--- src/rtl/seq_divider_pkg.sv ---
// rtl/seq_divider_pkg.sv - shared types and constants for the sequential divider
//
// Purpose : holds the divider FSM state encoding, the default operand width and
//           the helper that sizes the iteration counter.
// Ports   : none (package).
// Config  : none here; the optional zero-divisor shortcut is selected in
//           rtl/seq_divider.sv by SEQ_DIVIDER_ZERO_CHECK_EN.

package seq_div_pkg;

  // Default operand / quotient / remainder width.
  localparam int DEFAULT_WIDTH = 8;

  typedef enum logic [1:0] {
    ST_IDLE = 2'd0,
    ST_CALC = 2'd1,
    ST_DONE = 2'd2
  } state_e;

  // Width of a counter that can hold the values 0..width.
  function automatic int cnt_width(input int width);
    return $clog2(width + 1);
  endfunction

endpackage

--- src/rtl/seq_divider_if.sv ---
// rtl/seq_divider_if.sv - start/done handshake and operand/result bundle of the divider
//
// Purpose : groups the divider request and result signals.
// Signals : start, dividend[WIDTH], divisor[WIDTH]      (requester -> divider)
//           busy, done, quotient[WIDTH], remainder[WIDTH],
//           div_by_zero                                 (divider -> requester)
// Modports: master = requester side, slave = divider side.

interface seq_divider_if
  import seq_div_pkg::*;
#(
  parameter int WIDTH = DEFAULT_WIDTH
);

  logic             start;
  logic [WIDTH-1:0] dividend;
  logic [WIDTH-1:0] divisor;
  logic             busy;
  logic             done;
  logic [WIDTH-1:0] quotient;
  logic [WIDTH-1:0] remainder;
  logic             div_by_zero;

  modport master (
    output start, dividend, divisor,
    input  busy, done, quotient, remainder, div_by_zero
  );

  modport slave (
    input  start, dividend, divisor,
    output busy, done, quotient, remainder, div_by_zero
  );

endinterface

--- src/rtl/seq_divider_trial_sub.sv ---
// rtl/seq_divider_trial_sub.sv - magnitude/sign trial subtractor for the restoring divider
//
// Purpose : computes a - b on WIDTH-bit unsigned operands and reports whether
//           the subtraction borrowed.
// Ports   : a[WIDTH]     in   minuend (shifted partial remainder)
//           b[WIDTH]     in   subtrahend (zero-extended divisor)
//           diff[WIDTH]  out  a - b modulo 2**WIDTH
//           sign         out  1 when a < b (trial failed, restore needed)

module trial_sub
  import seq_div_pkg::*;
#(
  parameter int WIDTH = DEFAULT_WIDTH + 1
) (
  input  logic [WIDTH-1:0] a,
  input  logic [WIDTH-1:0] b,
  output logic [WIDTH-1:0] diff,
  output logic             sign
);

  // One extra bit captures the borrow out of the subtraction.
  logic [WIDTH:0] full;

  assign full = {1'b0, a} - {1'b0, b};
  assign diff = full[WIDTH-1:0];
  assign sign = full[WIDTH];

endmodule

--- src/rtl/seq_divider.sv ---
// rtl/seq_divider.sv - multi-cycle unsigned restoring divider with start/done handshake
//
// Purpose : divides bus.dividend by bus.divisor, one quotient bit per clock,
//           WIDTH iterations; results are held until the next accepted start.
// Ports   : clk          in   clock, rising edge
//           rst_n        in   asynchronous active-low reset
//           bus (slave)  start/dividend/divisor in,
//                        busy/done/quotient/remainder/div_by_zero out
// Config  : SEQ_DIVIDER_ZERO_CHECK_EN - when defined, a zero divisor skips the
//           iterations, goes straight to DONE and raises div_by_zero. When
//           undefined, a zero divisor runs the full algorithm (quotient all-ones,
//           remainder = dividend) and div_by_zero is tied to 0.

module seq_divider
  import seq_div_pkg::*;
#(
  parameter int WIDTH = DEFAULT_WIDTH
) (
  input  logic          clk,
  input  logic          rst_n,
  seq_divider_if.slave  bus
);

  localparam int CW = cnt_width(WIDTH);

  localparam logic [1:0] S_IDLE = ST_IDLE;
  localparam logic [1:0] S_CALC = ST_CALC;
  localparam logic [1:0] S_DONE = ST_DONE;

  logic [1:0]       state_q,   state_d;
  logic [CW-1:0]    cnt_q,     cnt_d;
  logic [WIDTH-1:0] rem_q,     rem_d;      // partial remainder
  logic [WIDTH-1:0] shreg_q,   shreg_d;    // dividend bits out, quotient bits in
  logic [WIDTH-1:0] divisor_q, divisor_d;
  logic [WIDTH-1:0] quot_q,    quot_d;     // held result registers
  logic [WIDTH-1:0] remout_q,  remout_d;
`ifdef SEQ_DIVIDER_ZERO_CHECK_EN
  logic             dbz_q,     dbz_d;
`endif

  logic [WIDTH:0]   rem_sh;
  logic [WIDTH:0]   diff;
  logic             sign;
  logic [WIDTH:0]   rem_next;
  logic [WIDTH-1:0] shreg_next;
  logic             last_iter;
  logic             accept;
  // The top bit of the next remainder is always 0: a successful trial leaves
  // diff < divisor, a restore keeps rem_sh < divisor, and with a zero divisor
  // the remainder only ever holds a WIDTH-bit prefix of the dividend.
  logic             rem_msb_unused;

  // Shift the next dividend bit into the partial remainder for this trial.
  assign rem_sh = {rem_q, shreg_q[WIDTH-1]};

  trial_sub #(
    .WIDTH (WIDTH + 1)
  ) u_trial_sub (
    .a    (rem_sh),
    .b    ({1'b0, divisor_q}),
    .diff (diff),
    .sign (sign)
  );

  assign rem_next       = sign ? rem_sh : diff;
  assign rem_msb_unused = rem_next[WIDTH];
  assign shreg_next     = {shreg_q[WIDTH-2:0], ~sign};
  assign last_iter      = (cnt_q == CW'(WIDTH - 1));
  assign accept         = bus.start && (state_q != S_CALC);

  always_comb begin
    state_d   = state_q;
    cnt_d     = cnt_q;
    rem_d     = rem_q;
    shreg_d   = shreg_q;
    divisor_d = divisor_q;
    quot_d    = quot_q;
    remout_d  = remout_q;
`ifdef SEQ_DIVIDER_ZERO_CHECK_EN
    dbz_d     = dbz_q;
`endif

    case (state_q)
      S_IDLE, S_DONE: begin
        if (accept) begin
          state_d   = S_CALC;
          divisor_d = bus.divisor;
          shreg_d   = bus.dividend;
          rem_d     = '0;
          cnt_d     = '0;
`ifdef SEQ_DIVIDER_ZERO_CHECK_EN
          dbz_d     = 1'b0;
          // Zero divisor: publish the same result the loop would produce,
          // without spending the iterations.
          if (bus.divisor == '0) begin
            state_d  = S_DONE;
            quot_d   = '1;
            remout_d = bus.dividend;
            dbz_d    = 1'b1;
          end
`endif
        end else if (state_q == S_DONE) begin
          state_d = S_IDLE;
        end
      end

      S_CALC: begin
        rem_d   = rem_next[WIDTH-1:0];
        shreg_d = shreg_next;
        cnt_d   = cnt_q + CW'(1);
        // Results are published only on entry to DONE, so the outputs keep
        // showing the previous operation throughout CALC.
        if (last_iter) begin
          state_d  = S_DONE;
          quot_d   = shreg_next;
          remout_d = rem_next[WIDTH-1:0];
        end
      end

      default: begin
        state_d = S_IDLE;
      end
    endcase
  end

  always_ff @(posedge clk or negedge rst_n) begin
    if (!rst_n) begin
      state_q   <= S_IDLE;
      cnt_q     <= '0;
      rem_q     <= '0;
      shreg_q   <= '0;
      divisor_q <= '0;
      quot_q    <= '0;
      remout_q  <= '0;
`ifdef SEQ_DIVIDER_ZERO_CHECK_EN
      dbz_q     <= 1'b0;
`endif
    end else begin
      state_q   <= state_d;
      cnt_q     <= cnt_d;
      rem_q     <= rem_d;
      shreg_q   <= shreg_d;
      divisor_q <= divisor_d;
      quot_q    <= quot_d;
      remout_q  <= remout_d;
`ifdef SEQ_DIVIDER_ZERO_CHECK_EN
      dbz_q     <= dbz_d;
`endif
    end
  end

  assign bus.busy      = (state_q == S_CALC);
  assign bus.done      = (state_q == S_DONE);
  assign bus.quotient  = quot_q;
  assign bus.remainder = remout_q;
`ifdef SEQ_DIVIDER_ZERO_CHECK_EN
  assign bus.div_by_zero = dbz_q;
`else
  assign bus.div_by_zero = 1'b0;
`endif

endmodule

--- src/flat_wrapper.sv ---
// flat-port wrapper written by rule: the top's interface ports become plain ports
module seq_divider_flat import seq_div_pkg::*;
#(
  parameter int WIDTH = DEFAULT_WIDTH
)
  (clk, rst_n, bus_start, bus_dividend, bus_divisor, bus_busy, bus_done, bus_quotient, bus_remainder, bus_div_by_zero);
  seq_divider_if #(.WIDTH(WIDTH)) bus_i ();
  input  logic clk;
  input  logic rst_n;
  input wire logic [$bits(bus_i.start)-1:0] bus_start;
  input wire logic [$bits(bus_i.dividend)-1:0] bus_dividend;
  input wire logic [$bits(bus_i.divisor)-1:0] bus_divisor;
  output wire logic [$bits(bus_i.busy)-1:0] bus_busy;
  output wire logic [$bits(bus_i.done)-1:0] bus_done;
  output wire logic [$bits(bus_i.quotient)-1:0] bus_quotient;
  output wire logic [$bits(bus_i.remainder)-1:0] bus_remainder;
  output wire logic [$bits(bus_i.div_by_zero)-1:0] bus_div_by_zero;
  assign bus_i.start = bus_start;
  assign bus_i.dividend = bus_dividend;
  assign bus_i.divisor = bus_divisor;
  assign bus_busy = bus_i.busy;
  assign bus_done = bus_i.done;
  assign bus_quotient = bus_i.quotient;
  assign bus_remainder = bus_i.remainder;
  assign bus_div_by_zero = bus_i.div_by_zero;
  seq_divider #(.WIDTH(WIDTH)) u_core (.clk(clk), .rst_n(rst_n), .bus(bus_i));
endmodule
--- config.mk ---
export PLATFORM = sky130hd
export DESIGN_NAME = seq_divider_flat
export DESIGN_NICKNAME = d
export VERILOG_FILES = /design/src/rtl/seq_divider_pkg.sv /design/src/rtl/seq_divider_if.sv /design/src/rtl/seq_divider_trial_sub.sv /design/src/rtl/seq_divider.sv /design/src/flat_wrapper.sv
export SDC_FILE = /design/constraint.sdc
export NUM_CORES = 1
export LEC_CHECK = 0
export CORE_MARGIN = 10
export CORE_UTILIZATION = 50
export CTS_CLUSTER_SIZE = 30
export DETAILED_ROUTE_END_ITERATION = 8
export HOLD_SLACK_MARGIN = 0.12
export PLACE_DENSITY = 0.75
export SYNTH_ARGS = -nofsm -noshare
export SYNTH_HDL_FRONTEND = slang
export SYNTH_SLANG_ARGS = --single-unit
--- constraint.sdc ---
create_clock -name clk -period 2.9 [get_ports clk]
set_input_delay 0.435 -clock clk [delete_from_list [all_inputs] [get_ports clk]]
set_output_delay 0.435 -clock clk [all_outputs]
set_load 0.1 [all_outputs]
==> results of run 1 <==
[stage by stage]
step / instance area, um^2 / util / worst slack, ns
finish: 2770 / 0.624 / 0.484
floorplan: 2330 / - / 0.736
detailed placement: 2660 / 0.598 / 0.531
global route: 2770 / 0.624 / 0.333
global placement: 2660 / 0.598 / 0.631
CTS: 2770 / 0.624 / 0.499
[registers in the layout, indices dropped and copies added, names as in the netlist]
signal	cells
u_core.cnt_q	4
u_core.divisor_q	8
u_core.state_q	2
u_core.bus.quotient	8
u_core.bus.remainder	8
u_core.shreg_q	8
u_core.rem_q	8
[critical path, stage by stage (launching register included)]
cell and delay [ns]:
dfrtp_1 0.41, ha_1 0.48, nand4_2 0.19, a2111oi_4 0.42, or2_1 0.39, mux2i_1 0.31, o21ai_1 0.09
[layout make-up]
cell class | count | area share
Clock buffer | 5 | 0.0248
Sequential cell | 46 | 0.415
Multi-Input combinational cell | 180 | 0.380
Timing Repair Buffer | 40 | 0.123
Tap cell | 52 | 0.0235
Clock inverter | 3 | 0.0163
Inverter | 13 | 0.0176
[layout by cell type (no fill, tap or decap), drive strengths merged, types with 2 or more instances in the layout]
cell type      instances
a211oi                 3
a21oi                  7
a22o                   2
a2bb2oi                2
a31oi                  7
buf                   23
clkbuf                 5
clkdlybuf4s50         17
clkinvlp               2
dfrtp                 46
ha                     9
inv                   13
mux2i                  4
nand2                 65
nand2b                 4
nand3                  3
nand4                  2
nor2                  16
nor2b                  3
nor3b                  3
o21ai                 30
o31ai                  2
or2                    2
xnor2                  3
xor2                   2
[kinds of logic after synthesis]
family / Yosys count / synth area share
AO/OA/AOI/OAI: 58 / 0.163
XOR/XNOR: 5 / 0.0188
adder cells (fa/ha/maj): 10 / 0.0570
buffers and inverters: 28 / 0.0537
flip-flops: 46 / 0.494
multiplexers: 5 / 0.0236
other: 1 / 0.00161
AND/OR/NAND/NOR: 101 / 0.188
[worst paths after layout]
| check | from | endpoint | cells past startpoint |
|---|---|---|---|
| max in group asynchronous | rst_n | u_core.shreg_q[6]$_DFFE_PN0P_ | 1 |
| setup reg to reg | u_core.rem_q[5]$_DFFE_PN0P_ | u_core.bus.remainder[4]$_DFFE_PN0P_ | 6 |
| hold / removal | rst_n | u_core.rem_q[3]$_DFFE_PN0P_ | 1 |
| setup / recovery | u_core.rem_q[5]$_DFFE_PN0P_ | u_core.bus.remainder[4]$_DFFE_PN0P_ | 6 |
| min in group clk | u_core.bus.quotient[6]$_DFFE_PN0P_ | u_core.bus.quotient[6]$_DFFE_PN0P_ | 2 |
| hold reg to reg | u_core.bus.quotient[6]$_DFFE_PN0P_ | u_core.bus.quotient[6]$_DFFE_PN0P_ | 2 |
[metal layers]
layer	up-vias	share of wire
met5	-	0
met4	0	0.012
met3	7	0.071
met2	57	0.45
met1	871	0.47
li1	916	-
==> results by group, run 1 <==
Synthesis
  – Synth cell count leaders: nand2_1 (65), dfrtp_1 (46), o21ai_0 (24)
  – Ys async rst share: 1.00
  – Synth Register Bits: 46
  – Top-area cell type share of the netlist area: 0.494
  – Post-Synthesis Cells: 254
  – Warning count from the yosys run: 0
  – Netlist Area Pre-Place: 2330 um^2
  – Syn_nets: 283
  – Synth area leader: dfrtp_1
  – Mapped Avg Cell Area: 9.17 um^2
  – Top cells by area, synth: dfrtp_1 (49%), nand2_1 (10%), o21ai_0 (5.2%)
  – EDFF count, synth: 0
  – Seq/Total Area, Yosys: 0.494
  – Count leader, synth: nand2_1
  – Yosys cell types: 43
  – Main synth FF type: dfrtp_1

Route
  – DRC: 0
  – DRT iter0 DRCs: 160
  – Routed Antenna Nets: 0
  – Final WL: 5280 um
  – Via count: 1851
  – Avg WL per Cell: 15.6 um
  – Drt via density: 5.46
  – Detailed Routing Iterations Pass 1: 4

Critical path
  – Crit path launch type: flip-flop
  – Required @ worst endpoint: 3.08 ns
  – R2R setup slack: 0.48 ns
  – Crit path DAT: 2.59 ns
  – CP Max Fanout: 9
  – Critical path class: reg -> reg
  – Worst setup EP type: flip-flop

STA
  – Post-Route Setup TNS: 0 ns
  – Final Hold Vio Count: 0
  – Worst slew margin: 0.326
  – Tmin final: 2.42 ns
  – Fmax: 0.414 GHz
  – Final setup viols: 0
  – Fin crit share: 0.833
  – Pins Over Slew Limit: 0
  – RSZ-0062 raised after global routing: false
  – Least-Margin Pin Slew: 1.01 ns
  – Post-route clock skew: 0.00677 ns
  – Worst hold slack: 0.297 ns

Global routing
  – GRT busiest layer: met2
  – Met3 Use GR: 0.0432
  – GR Overflow Total: 0
  – First-pass GRT wire length: 8600 um
  – Vias in the first global route: 1787
  – Met1 Use GR: 0.186
  – Initial antenna violation count: 0
  – GR Util met2: 0.216
  – GRT Total Usage: 0.141
  – Largest net degree at the start of global routing: 47

Floorplanning
  – IO Count: 38
  – Initial Utilization: 0.524
  – Die width: 88.2 um
  – Die ar.: 7790 um^2
  – Row cnt: 24
  – Core Footprint: 4440 um^2
  – Die Y: 88.2 um

Layout
  – Fin cells: 339
  – Number of diodes: 0
  – Layout cells sized above 1: 0.139
  – Sequential cell area: 1150 um^2
  – Fill count: 396
  – Area of the multi-input gates: 1050 um^2
  – Nets: 315
  – Area grow syn2layout: 19.0%

Clock network
  – Total CTS buffers: 5
  – Post-CTS Resized: 0
  – Clock Latency Late Sink: 0.30 ns
  – Longest Clk Path Bufs: 2
  – Post-CTS setup buffer count: 0
  – H-Tree Level Count: 2
  – CTS tree: built
  – # clock sinks: 46
  – Clock tree root buffer cell: clkbuf_8
  – # hold bufs at CTS: 0
  – Clock Pin Slew Worst Setup and Hold Paths: 0.09 ns

Outcome
  – Outcome: completed

Place
  – Port Buffers: 36
  – Dpl cells: 331
  – Detailed Place HPWL: 3820 um
  – Routability cong.: 0.871

Min path
  – Hold crit path type: in -> async

Job
  – Max-cap violations: 0
Power of run 1 is left out: the tool's default activity adds up to more than one toggle a clock period on the data nets, which glitch-free logic cannot reach.
==> run 2, diff against run 1 <==
--- a/config.mk
+++ b/config.mk
@@ -6,11 +6,11 @@
 export NUM_CORES = 1
 export LEC_CHECK = 0
 export CORE_MARGIN = 10
-export CORE_UTILIZATION = 50
+export CORE_UTILIZATION = 48
 export CTS_CLUSTER_SIZE = 30
 export DETAILED_ROUTE_END_ITERATION = 8
 export HOLD_SLACK_MARGIN = 0.12
-export PLACE_DENSITY = 0.75
+export PLACE_DENSITY = 0.76
 export SYNTH_ARGS = -nofsm -noshare
 export SYNTH_HDL_FRONTEND = slang
 export SYNTH_SLANG_ARGS = --single-unit
==> constraint.sdc (replaced) <==
create_clock -name clk -period 1.95 [get_ports clk]
set_input_delay 0.2925 -clock clk [delete_from_list [all_inputs] [get_ports clk]]
set_output_delay 0.2925 -clock clk [all_outputs]
set_load 0.1 [all_outputs]
==> run 2 against run 1 <==
Compared with the run above: the run now ends with negative setup slack left; register-to-register slack got worse by 0.59 ns; count of clock-buffer cells in the layout did not move; design area rose by 16%; global-route usage rose by 0.85 points; flip-flop and latch count did not move; wire length rose by 14%; fmax rose by 18%; critical endpoint is now u_core.bus.remainder[3]$_DFFE_PN0P_; worst hold slack improved by 0.19 ns; via count rose by 7.5%.
==> results by group, run 2 (synthesis results as in run 1) <==
Outcome
  – Outcome: finished, violations left
  – Failing checks: negative setup slack

Min path
  – Hold crit path type: reg -> reg

Route
  – Detailed Routing Iterations Pass 1: 4 (unchanged)
  – Via count: 1990 (+7.5%)
  – Final WL: 6020 um (+14%)
  – Avg WL per Cell: 15.7 um (+0.59%)
  – DRT iter0 DRCs: 192 (+20%)
  – Drt via density: 5.18 (-5.1%)
  – Routed Antenna Nets: 0 (unchanged)
  – DRC: 0 (unchanged)

STA
  – Worst hold slack: 0.489 ns (+0.192 ns)
  – Pins Over Slew Limit: 0 (unchanged)
  – Fin crit share: 1.05 (+0.221)
  – Tmin final: 2.05 ns (-0.361 ns)
  – Post-route clock skew: 0.00523 ns (-0.00154 ns)
  – Final Hold Vio Count: 0 (unchanged)
  – RSZ-0062 raised after global routing: true
  – Final WS setup: -0.104 ns (-0.589 ns)
  – Fmax: 0.487 GHz (+18%)
  – Final setup viols: 16 (+16)
  – Post-Route Setup TNS: -1.06 ns (-1.06 ns)
  – Least-Margin Pin Slew: 0.910 ns (-0.101 ns)
  – Worst slew margin: 0.391 (+0.0653)

Clock network
  – Longest Clk Path Bufs: 2 (unchanged)
  – H-Tree Level Count: 2 (unchanged)
  – Clock Pin Slew Worst Setup and Hold Paths: 0.09 ns (about the same)
  – Clock Latency Late Sink: 0.30 ns (about the same)
  – CTS tree: built
  – # clock sinks: 46 (unchanged)
  – Total CTS buffers: 5 (unchanged)
  – Clock tree root buffer cell: clkbuf_8

Floorplanning
  – Row cnt: 25 (+4.2%)
  – Core Footprint: 4720 um^2 (+6.3%)
  – Die width: 89.7 um (+1.6%)
  – Die Y: 89.7 um (+1.6%)
  – Die ar.: 8040 um^2 (+3.2%)
  – IO Count: 38 (unchanged)
  – Initial Utilization: 0.493 (-0.0310)

Layout
  – Most common cell after layout, fill and taps aside: nand2_1
  – Nets: 345 (+9.5%)
  – Layout cells sized above 1: 0.297 (+0.157)
  – Area grow syn2layout: 37.9%
  – Most frequent cells in the layout: nand2_1 (65), buf_4 (48), dfrtp_1 (44)
  – Number of diodes: 0 (unchanged)
  – Fin cells: 384 (+13%)

Global routing
  – Largest net degree at the start of global routing: 47 (unchanged)
  – Initial antenna violation count: 0 (unchanged)
  – Vias in the first global route: 1924 (+7.7%)
  – First-pass GRT wire length: 9320 um (+8.4%)
  – GR Overflow Total: 0 (unchanged)
  – GRT Total Usage: 0.149 (+0.00846)

Critical path
  – Required @ worst endpoint: 2.14 ns (-0.94 ns)
  – Critical path class: reg -> reg
  – CP Max Fanout: 7 (-2)
  – Crit path DAT: 2.24 ns (-0.35 ns)
  – Crit path launch type: flip-flop
  – Worst setup EP type: flip-flop

Place
  – Port Buffers: 36 (unchanged)
  – Routability cong.: 0.906 (+4.0%)
  – Detailed Place HPWL: 4140 um (+8.3%)
  – Dpl cells: 366 (+11%)
  – Worst slack, placed: -0.257 ns (-0.788 ns)

Job
  – Max-cap violations: 0 (unchanged)
==> run 2: cell types whose count changed in the layout (fill, tap and decap cells not counted), moves of 3 or more <==
cell and delta:
buf_4 +26, o21ai_0 -7, ha_1 -5, ha_4 +5, o21ai_1 +5, buf_12 +3, mux2i_1 -3
==> run 2: final cells by class <==
type	count	area [um^2]
clock buffer	5	68.8
clock inverter	3	23.8
fill	377	1510
inverter	13	48.8
multi-input combinational	180	1230
sequential	46	1150
tap	67	83.8
timing repair buffer	70	606
==> run 2: worst paths after layout <==
check	startpoint	end	slack, ns	cells after the start
setup / recovery	u_core.rem_q[3]$_DFFE_PN0P_	u_core.bus.remainder[3]$_DFFE_PN0P_	-0.10	6
hold / removal	u_core.bus.quotient[1]$_DFFE_PN0P_	u_core.bus.quotient[1]$_DFFE_PN0P_	0.49	2
setup reg to reg	u_core.rem_q[3]$_DFFE_PN0P_	u_core.bus.remainder[3]$_DFFE_PN0P_	-0.10	6
hold reg to reg	u_core.bus.quotient[1]$_DFFE_PN0P_	u_core.bus.quotient[1]$_DFFE_PN0P_	0.49	2
max in group asynchronous	rst_n	u_core.rem_q[0]$_DFFE_PN0P_	1.22	3
min in group asynchronous	rst_n	u_core.bus.quotient[3]$_DFFE_PN0P_	0.51	3
==> run 2: metal layers <==
metal  GRT usage  routed length [um]
met5           0                   0
met4      0.0535                 182
met3      0.0316                 373
met2       0.255                2940
met1       0.181                2520
==> run 2: worst max-delay path: stages, from the launching register on <==
cell       delay [ns]
dfrtp_1          0.44
ha_4             0.33
nand4_4          0.11
a2111oi_4        0.41
or2_4            0.28
mux2i_4          0.29
o21ai_1          0.08
==> run 2: repair_timing <==
item | CTS | global route
endpoints found under the setup margin | 18 | 18
gates resized for setup | 23 | 16
hold buffers | 1 | 0
pin swaps | 6 | 6
hold endpoints to repair | 46 | 0
buffers inserted | 4 | 5
==> run 2: per-stage QoR <==
step | instance area [um^2] | utilization
floorplan | 2330 | -
global placement | 2870 | 0.607
detailed placement | 2870 | 0.607
CTS | 3120 | 0.660
global route | 3210 | 0.680
finish | 3210 | 0.680
Power of run 2 is left out for the same reason.
==> run 3, diff against run 2 <==
==> constraint.sdc (replaced) <==
create_clock -name clk -period 1.75 [get_ports clk]
set_input_delay 0.2625 -clock clk [delete_from_list [all_inputs] [get_ports clk]]
set_output_delay 0.2625 -clock clk [all_outputs]
set_load 0.1 [all_outputs]
==> run 3 against run 2 <==
Compared with the run above: the flow still finishes with violations (negative setup slack); clock skew rose by 0.0068 ns; sequential share of layout area is 2.7 points lower; cell count grew 2.9%; wire length grew 1.6%; design area is 7.9% higher; worst setup slack got worse by 0.11 ns; critical path type unchanged.
==> results by group, run 3 (synthesis results as in run 1) <==
Outcome
  – Failing checks: negative setup slack
  – Outcome: finished, violations left

Layout
  – Fill count: 319 (-15%)
  – Most frequent cells in the layout: nand2_1 (65), dfrtp_1 (45), buf_4 (43)
  – Most common cell after layout, fill and taps aside: nand2_1
  – Area grow syn2layout: 48.7%
  – Fin cells: 395 (+2.9%)
  – Nets: 356 (+3.2%)
  – Number of diodes: 0 (unchanged)
  – Layout cells sized above 1: 0.317 (+0.0205)

STA
  – RSZ-0062 raised after global routing: true
  – Least-Margin Pin Slew: 0.522 ns (-0.389 ns)
  – Pins Over Slew Limit: 0 (unchanged)
  – Post-route clock skew: 0.0120 ns (+0.00679 ns)
  – Final WS setup: -0.218 ns (-0.114 ns)
  – Fmax: 0.508 GHz (+4.4%)
  – Final setup viols: 18 (+2)
  – Tmin final: 1.97 ns (-0.0860 ns)
  – Fin crit share: 1.12 (+0.0713)
  – Final Hold Vio Count: 0 (unchanged)
  – Worst slew margin: 0.652 (+0.261)

Global routing
  – GRT Total Usage: 0.162 (+0.0123)
  – GR Overflow Total: 0 (unchanged)
  – First-pass GRT wire length: 10100 um (+8.4%)
  – Largest net degree at the start of global routing: 27 (-43%)
  – Initial antenna violation count: 0 (unchanged)
  – Vias in the first global route: 2126 (+10%)

Route
  – DRT iter0 DRCs: 139 (-28%)
  – Drt via density: 5.16 (-0.44%)
  – Detailed Routing Iterations Pass 1: 4 (unchanged)
  – Routed Antenna Nets: 0 (unchanged)
  – DRC: 0 (unchanged)
  – Final WL: 6120 um (+1.6%)
  – Via count: 2038 (+2.4%)
  – Avg WL per Cell: 15.5 um (-1.2%)

Critical path
  – Crit path DAT: 2.16 ns (-0.08 ns)
  – Crit path launch type: flip-flop
  – Critical path class: reg -> reg
  – Worst setup EP type: flip-flop
  – Reg2Reg Depth: 9 (+3)
  – CP Max Fanout: 3 (-4)
  – Required @ worst endpoint: 1.94 ns (-0.20 ns)

Clock network
  – Clock Pin Slew Worst Setup and Hold Paths: 0.10 ns (about the same)
  – Longest Clk Path Bufs: 2 (unchanged)
  – Clock tree root buffer cell: clkbuf_8
  – Total CTS buffers: 5 (unchanged)
  – # clock sinks: 46 (unchanged)
  – CTS tree: built
  – Clock Latency Late Sink: 0.31 ns (about the same)
  – H-Tree Level Count: 2 (unchanged)

Place
  – Dpl cells: 377 (+3.0%)
  – Port Buffers: 36 (unchanged)
  – Detailed Place HPWL: 4310 um (+4.1%)
  – Routability cong.: 0.926 (+2.3%)

Floorplanning
  – Die width: 89.7 um (unchanged)
  – Core Footprint: 4720 um^2 (unchanged)
  – IO Count: 38 (unchanged)
  – Row cnt: 25 (unchanged)
  – Die Y: 89.7 um (unchanged)
  – Initial Utilization: 0.493 (unchanged)
  – Die ar.: 8040 um^2 (unchanged)

Job
  – Max-cap violations: 0 (unchanged)

Min path
  – Hold crit path type: in -> async
[run 3: worst max-delay path, cell delays in order, from the launching register on]
cell and delay, ns:
dfrtp_1 0.40, inv_2 0.08, ha_4 0.13, inv_2 0.04, fa_2 0.38, a211oi_4 0.27, or3b_4 0.19, nand3_2 0.07
mux2i_1 0.19, o21ai_1 0.10
[run 3: layout make-up]
type	instances	area (um^2)	share of cell area
clock inverters	3	23.8	0.00686
multi-input cells	180	1200	0.346
repair buffers	81	888	0.257
flip-flops and latches	46	1150	0.333
well taps	67	83.8	0.0242
inverters	13	48.8	0.0141
clock buffers	5	68.8	0.0199
[run 3: path summary, 6_finish.rpt]
| check | startpoint | to | slack (ns) |
|---|---|---|---|
| min reg2reg | u_core.cnt_q[3]$_DFFE_PN0P_ | u_core.cnt_q[3]$_DFFE_PN0P_ | 0.51 |
| max in group asynchronous | rst_n | u_core.rem_q[6]$_DFFE_PN0P_ | 0.78 |
| max reg2reg | u_core.shreg_q[7]$_DFFE_PN0P_ | u_core.bus.remainder[6]$_DFFE_PN0P_ | -0.22 |
| min in group clk | bus_divisor[0] | u_core.divisor_q[0]$_DFFE_PN0P_ | 0.48 |
| max | u_core.shreg_q[7]$_DFFE_PN0P_ | u_core.bus.remainder[6]$_DFFE_PN0P_ | -0.22 |
| min | rst_n | u_core.bus.quotient[4]$_DFFE_PN0P_ | 0.45 |
[run 3: stage by stage]
stage                     utilization  cell area (um^2)  hold slack [ns]  setup TNS, ns  setup slack, ns
final                           0.733              3460            0.446          -2.85           -0.218
after floorplan                     -              2380          -0.0331          -1.26           -0.133
after CTS                       0.717              3390            0.480          -2.18           -0.186
after detailed placement        0.674              3190            0.264          -5.05           -0.351
after global routing            0.733              3460            0.501          -4.65           -0.309
after global placement          0.674              3190            0.258          -4.05           -0.280
[run 3: what timing repair did]
item / in CTS / in global routing
endpoints found under the setup margin: 18 / 19
pin swaps: 6 / 6
hold buffers: 1 / 0
buffers inserted: 6 / 3
endpoints found under the hold margin: 20 / 0
resized for setup: 14 / 11
[run 3: metal layers]
metal	wire length, um	GRT usage	vias to the layer above
li1	-	-	997
met1	2650	0.196	968
met2	2950	0.272	60
met3	352	0.0379	13
met4	161	0.0636	0
met5	0	0	-
Power of run 3 is left out for the same reason.
